--- config.mk ---
export PLATFORM = sky130hd
export DESIGN_NAME = clk_divider
export DESIGN_NICKNAME = d
export VERILOG_FILES = /design/src/rtl/clk_divider_pkg.sv /design/src/rtl/clk_divider.sv
export SDC_FILE = /design/constraint.sdc
export NUM_CORES = 1
export LEC_CHECK = 0
export ABC_AREA = 1
export ABC_CLOCK_PERIOD_IN_PS = 7300
export CAP_MARGIN = 10
export CELL_PAD_IN_SITES_DETAIL_PLACEMENT = 1
export CELL_PAD_IN_SITES_GLOBAL_PLACEMENT = 1
export CORE_UTILIZATION = 47
export CTS_BUF_LIST = sky130_fd_sc_hd__clkbuf_4 sky130_fd_sc_hd__clkbuf_8 sky130_fd_sc_hd__clkbuf_16
export CTS_CLUSTER_DIAMETER = 120
export DETAILED_ROUTE_END_ITERATION = 8
export PLACE_DENSITY = 0.84
export SLEW_MARGIN = 5
export SYNTH_ARGS = -nofsm -noshare
export SYNTH_HDL_FRONTEND = slang
export SYNTH_SLANG_ARGS = --single-unit
--- constraint.sdc ---
create_clock -name clk -period 7.3 [get_ports clk]
set_input_delay 0.73 -clock clk [delete_from_list [all_inputs] [get_ports clk]]
set_output_delay 0.73 -clock clk [all_outputs]
set_load 0.01 [all_outputs]
--- src/rtl/clk_divider_pkg.sv ---
// Shared constants and types for the programmable clock divider.
package clk_divider_pkg;

  // Smallest divide ratio the counter can honour; 0 and 1 are clamped up to this.
  localparam int unsigned MIN_RATIO = 2;

  // Divider control state: IDLE holds clk_out low, RUN produces periods.
  typedef enum logic {
    IDLE = 1'b0,
    RUN  = 1'b1
  } state_e;

endpackage : clk_divider_pkg

--- src/rtl/clk_divider.sv ---
// Programmable integer clock divider.
// Produces clk_out with a period of R clk cycles, high for ceil(R/2) cycles.
// Ratio changes requested while running are deferred to the next wrap point so
// that no period is ever truncated or stretched; en falling also only takes
// effect at a wrap point, so clk_out never shows a runt pulse.
module clk_divider
  import clk_divider_pkg::*;
#(
  parameter int unsigned WIDTH       = 8,
  parameter int unsigned RESET_RATIO = 2
) (
  input  logic             clk,
  input  logic             reset_n,
  input  logic             en,
  input  logic [WIDTH-1:0] div_ratio,
  input  logic             load,
  output logic             load_ack,
  output logic             clk_out,
  output logic             tick,
  output logic             busy
);

  // Ratios below MIN_RATIO cannot form a high and a low phase.
  function automatic logic [WIDTH-1:0] clamp_ratio(input logic [WIDTH-1:0] r);
    return (r < WIDTH'(MIN_RATIO)) ? WIDTH'(MIN_RATIO) : r;
  endfunction

  state_e           state_q,    state_d;
  logic [WIDTH-1:0] cnt_q,      cnt_d;
  logic [WIDTH-1:0] ratio_q,    ratio_d;
  logic [WIDTH-1:0] pend_q,     pend_d;
  logic             pend_vld_q, pend_vld_d;
  logic             clk_out_q,  clk_out_d;
  logic             tick_q,     tick_d;
  logic             ack_q,      ack_d;
  logic             busy_q,     busy_d;

  logic             wrap;
  logic [WIDTH-1:0] load_val;
  logic [WIDTH-1:0] high_len;

  // Next-state logic: counter, ratio hand-over and the registered outputs.
  // NOTE: every signal assigned here gets a default first, so no path can
  // leave one unassigned and infer a latch.
  always_comb begin
    state_d    = state_q;
    cnt_d      = cnt_q;
    ratio_d    = ratio_q;
    pend_d     = pend_q;
    pend_vld_d = pend_vld_q;
    ack_d      = 1'b0;

    wrap     = (cnt_q == ratio_q - WIDTH'(1));
    load_val = clamp_ratio(div_ratio);

    case (state_q)
      IDLE: begin
        // Nothing is in flight, so a new ratio can take effect immediately.
        if (load) begin
          ratio_d = load_val;
          ack_d   = 1'b1;
        end
        if (en) begin
          state_d = RUN;
          cnt_d   = '0;
        end
      end
      RUN: begin
        if (wrap) begin
          cnt_d = '0;
          if (!en) state_d = IDLE;
          // A load in the wrap cycle is newer than any pending value.
          if (load) begin
            ratio_d    = load_val;
            ack_d      = 1'b1;
            pend_vld_d = 1'b0;
          end else if (pend_vld_q) begin
            ratio_d    = pend_q;
            ack_d      = 1'b1;
            pend_vld_d = 1'b0;
          end
        end else begin
          cnt_d = cnt_q + WIDTH'(1);
          // Hold the request until the period ends; later loads overwrite it.
          if (load) begin
            pend_d     = load_val;
            pend_vld_d = 1'b1;
          end
        end
      end
      default: state_d = IDLE;
    endcase

    // ceil(R/2) without the overflow that (R+1)>>1 would hit at R = 2^WIDTH-1.
    high_len  = (ratio_d >> 1) + {{(WIDTH-1){1'b0}}, ratio_d[0]};
    busy_d    = (state_d == RUN);
    clk_out_d = busy_d && (cnt_d < high_len);
    tick_d    = busy_d && (cnt_d == ratio_d - WIDTH'(1));
  end

  // State and output registers; outputs come straight from flops so clk_out is glitch-free.
  // NOTE: sequential state uses non-blocking assignments so all flops update
  // from the same pre-edge values, independent of statement order.
  always_ff @(posedge clk or negedge reset_n) begin
    if (!reset_n) begin
      state_q    <= IDLE;
      cnt_q      <= '0;
      ratio_q    <= WIDTH'(RESET_RATIO);
      pend_q     <= '0;
      pend_vld_q <= 1'b0;
      clk_out_q  <= 1'b0;
      tick_q     <= 1'b0;
      ack_q      <= 1'b0;
      busy_q     <= 1'b0;
    end else begin
      state_q    <= state_d;
      cnt_q      <= cnt_d;
      ratio_q    <= ratio_d;
      pend_q     <= pend_d;
      pend_vld_q <= pend_vld_d;
      clk_out_q  <= clk_out_d;
      tick_q     <= tick_d;
      ack_q      <= ack_d;
      busy_q     <= busy_d;
    end
  end

  assign clk_out  = clk_out_q;
  assign tick     = tick_q;
  assign busy     = busy_q;
  assign load_ack = ack_q;

endmodule : clk_divider

==> impl_metrics.yaml <==
drt:
  vias: 2567
  viasPerCell: 5.53
  drt-initial-drc-count: 94
  drt_wl_total_mm: 7.75
  first_pass_iters: 4
  ant_nets: 0
  drc_errors: 0
  wl_per_cell_um: 16.7
sta:
  timing.setup.tns_ps: 0
  worstMarginPinSlew_ps: 751
  rsz0062_at_grt: "no"
  max_slew_margin_pct: 49.8
  finClkSkew_ps: 6.24
  final_hold_viol_count: 0
  drv_slew: 0
  fin_crit_sh_pct: 55.2
  max_freq_mhz: 248
  period_needed_ps: 4030
  setup_viol: 0
floorplan:
  die_y_um: 77.1
  initial_core_util_pct: 50.4
  rows: 26
  dieArea_mm2: 0.00595
  io_pins: 16
  core_area_mm2: 0.00527
  die_x_um: 77.1
clock_tree:
  htree_levels: 2
  cts_resized: 0
  clk_pin_slew_ps: 70
  cts.sinks: 29
  cts-hold-fix-buffers: 0
  cts_buffers: 5
  root_buffer: "clkbuf_8"
  postCtsSetupBuffers: 0
  cts_tree: "yes"
  clockBufferDepth: 2
  clk_latency_ps: 300
finish:
  final_cells: 464
  nFillCells: 729
  area_growth_pct: 9.38
  regArea_um2: 727
  finalNetCount: 417
  multi_input_area_mm2: 0.00165
  final_layout_size_suffix_gt1_share_pct: 10.9
  antenna_cells: 0
power:
  power_leakage_nw: 1.44
  peakVddDrop_mv: 0.245
  power_frac_seq_pct: 23.1
  intPower_w: 0.000577
  clkPwrFrac_pct: 11.2
  switchingPower_w: 0.000674
  power.density_mw_per_mm2: 431
  comb_power_share_pct: 65.6
  p_sw_share_pct: 53.9
setup_path:
  path_max_fanout: 24
  start_kind: "input port"
  worst_ep_required_time_ps: 7490
  end_kind: "flip-flop"
  r2r_slack_ps: 3540
  arrival_ps: 4210
  path_class: "input port to flip-flop"
  worst-r2r-cell-count: 21
logic_synthesis:
  synth.net_count: 408
  synth.distinct_cells: 34
  ys.flop_type: "dfrtp_1"
  synthCells: 384
  async_flop_share_pct: 100
  synthesis.area_mm2: 0.00265
  synth_edf_count: 0
  synth-seq-cells: 29
  avgSynthCellArea_um2: 6.91
  yosys_warnings: 0
  yosysSeqAreaShare_pct: 27.4
global_routing:
  grt_pass1_vias: 2771
  grt_overflow_total: 0
  grt_max_degree: 30
  grt_pass1_wl_mm: 13.3
  antenna_found_initial: 0
  grt_util_all_layers_pct: 28.9
worst_hold_path:
  hold_path_depth: 2
  min_path_type: "flip-flop to flip-flop"
placed_design:
  numPlacedInstances: 456
  place_hpwl_mm: 5.91
  gp_congestion: 0.920
  portBuffers: 15
job:
  drv_cap: 0
status:
  status: "complete, no violations"
==> worst paths after layout <==
kind / start / to
max: load / clk_out
min: pend_q[1] / pend_q[1]
max reg2reg: ratio_q[0] / clk_out
min reg2reg: pend_q[1] / pend_q[1]
max in group asynchronous: reset_n / ratio_q[1]
min in group asynchronous: reset_n / ratio_q[3]
==> cell usage after synthesis (2+ instances only) <==
library cell | number | area share, %
nor2_4 | 3 | 1.3
buf_2 | 8 | 1.5
xor2_1 | 13 | 4.3
inv_1 | 41 | 5.8
a21boi_0 | 3 | 0.85
clkbuf_1 | 3 | 0.42
nand2_1 | 88 | 12
nand3b_1 | 4 | 1.1
nand3_4 | 2 | 1.3
xnor2_1 | 5 | 1.7
inv_2 | 6 | 0.85
nand3_2 | 12 | 4.5
o21ai_0 | 35 | 6.6
nor2_1 | 30 | 4.2
o21ai_1 | 2 | 0.38
nand3_1 | 42 | 7.9
a21oi_1 | 12 | 2.3
nand4_1 | 8 | 1.9
nor2_2 | 2 | 0.47
clkinv_1 | 2 | 0.28
buf_6 | 3 | 1.3
o32ai_1 | 2 | 0.66
and2_1 | 4 | 0.94
o211ai_1 | 3 | 0.85
ha_1 | 12 | 5.7
nand2_2 | 4 | 0.94
dfrtp_1 | 28 | 26
==> final cells by class <==
| class | instances | share of cell area (%) |
|---|---|---|
| multi-input combinational | 291 | 56.9 |
| sequential | 29 | 25.0 |
| inverter | 49 | 6.34 |
| timing repair buffer | 17 | 5.69 |
| tap | 70 | 3.02 |
| clock buffer | 6 | 2.63 |
| clock inverter | 2 | 0.345 |
==> cell families after synthesis <==
kind of cell / share of synthesized area [%]
XOR/XNOR: 5.94
AND/OR/NAND/NOR: 38.6
buffers and inverters: 10.3
adder cells (fa/ha/maj): 5.66
AO/OA/AOI/OAI: 12.1
flip-flops: 27.4
==> worst max-delay path, cell delays in order <==
cell and delay, ps:
clkdlybuf4s50_1 800, inv_1 460, o21ai_0 140, o21ai_0 230, nand4_1 150, nand3_2 180
ha_1 200, ha_1 210, nand2_1 70, nor2_1 150, nand3_1 130, xor2_1 170
ha_1 280, nand2_1 60, o211ai_1 180, a21oi_1 70
==> layout by cell type, fill, tap and decap left out, drive strengths merged, types with 2 or more instances in the layout <==
master,count
a21boi,3
a21oi,12
and2,4
buf,2
clkbuf,6
clkdlybuf4s50,15
clkinv,4
dfrtp,28
ha,12
inv,47
nand2,93
nand3,56
nand3b,4
nand4,9
nor2,35
o211ai,3
o21ai,37
o32ai,2
xnor2,5
xor2,13
==> metal layers <==
layer	routed length, um	part of all wire, %	GRT usage (%)	vias up
li1	-	-	-	1285
met1	3680	47	36.7	1252
met2	3840	49	49.6	24
met3	190	2.5	5.60	6
met4	45	0.58	7.36	0
met5	0	0	0	-
==> state kept, by name (all words and copies together), names as in the netlist <==
name / cells
tick: 1
ratio_q: 8
busy: 1
load_ack: 1
pend_vld_q: 1
cnt_q: 8
pend_q: 8
clk_out: 1
==> stage by stage <==
step | utilization (%) | total power (W) | area (um^2) | hold slack (ps) | setup slack [ps]
2_1_floorplan | - | 0.000906 | 2650 | 434 | 4170
3_3_place_gp | 53.4 | 0.00106 | 2820 | 489 | 3200
3_5_place_dp | 53.4 | 0.00110 | 2820 | 499 | 2970
4_1_cts | 55.1 | 0.00125 | 2900 | 514 | 3290
5_1_grt | 55.1 | 0.00138 | 2900 | 559 | 2880
6_report | 55.1 | 0.00125 | 2900 | 507 | 3270
==> power groups by stage <==
stage | Combinational (W) | Clock [W] | Sequential (W)
floorplan | 0.000639 | 0 | 0.000267
global route | 0.000932 | 0.000150 | 0.000297
finish | 0.000821 | 0.000140 | 0.000290
CTS | 0.000821 | 0.000141 | 0.000289
global placement | 0.000773 | 0 | 0.000290
detailed placement | 0.000812 | 0 | 0.000292
Note: power is estimated with default switching activity, not from simulation.
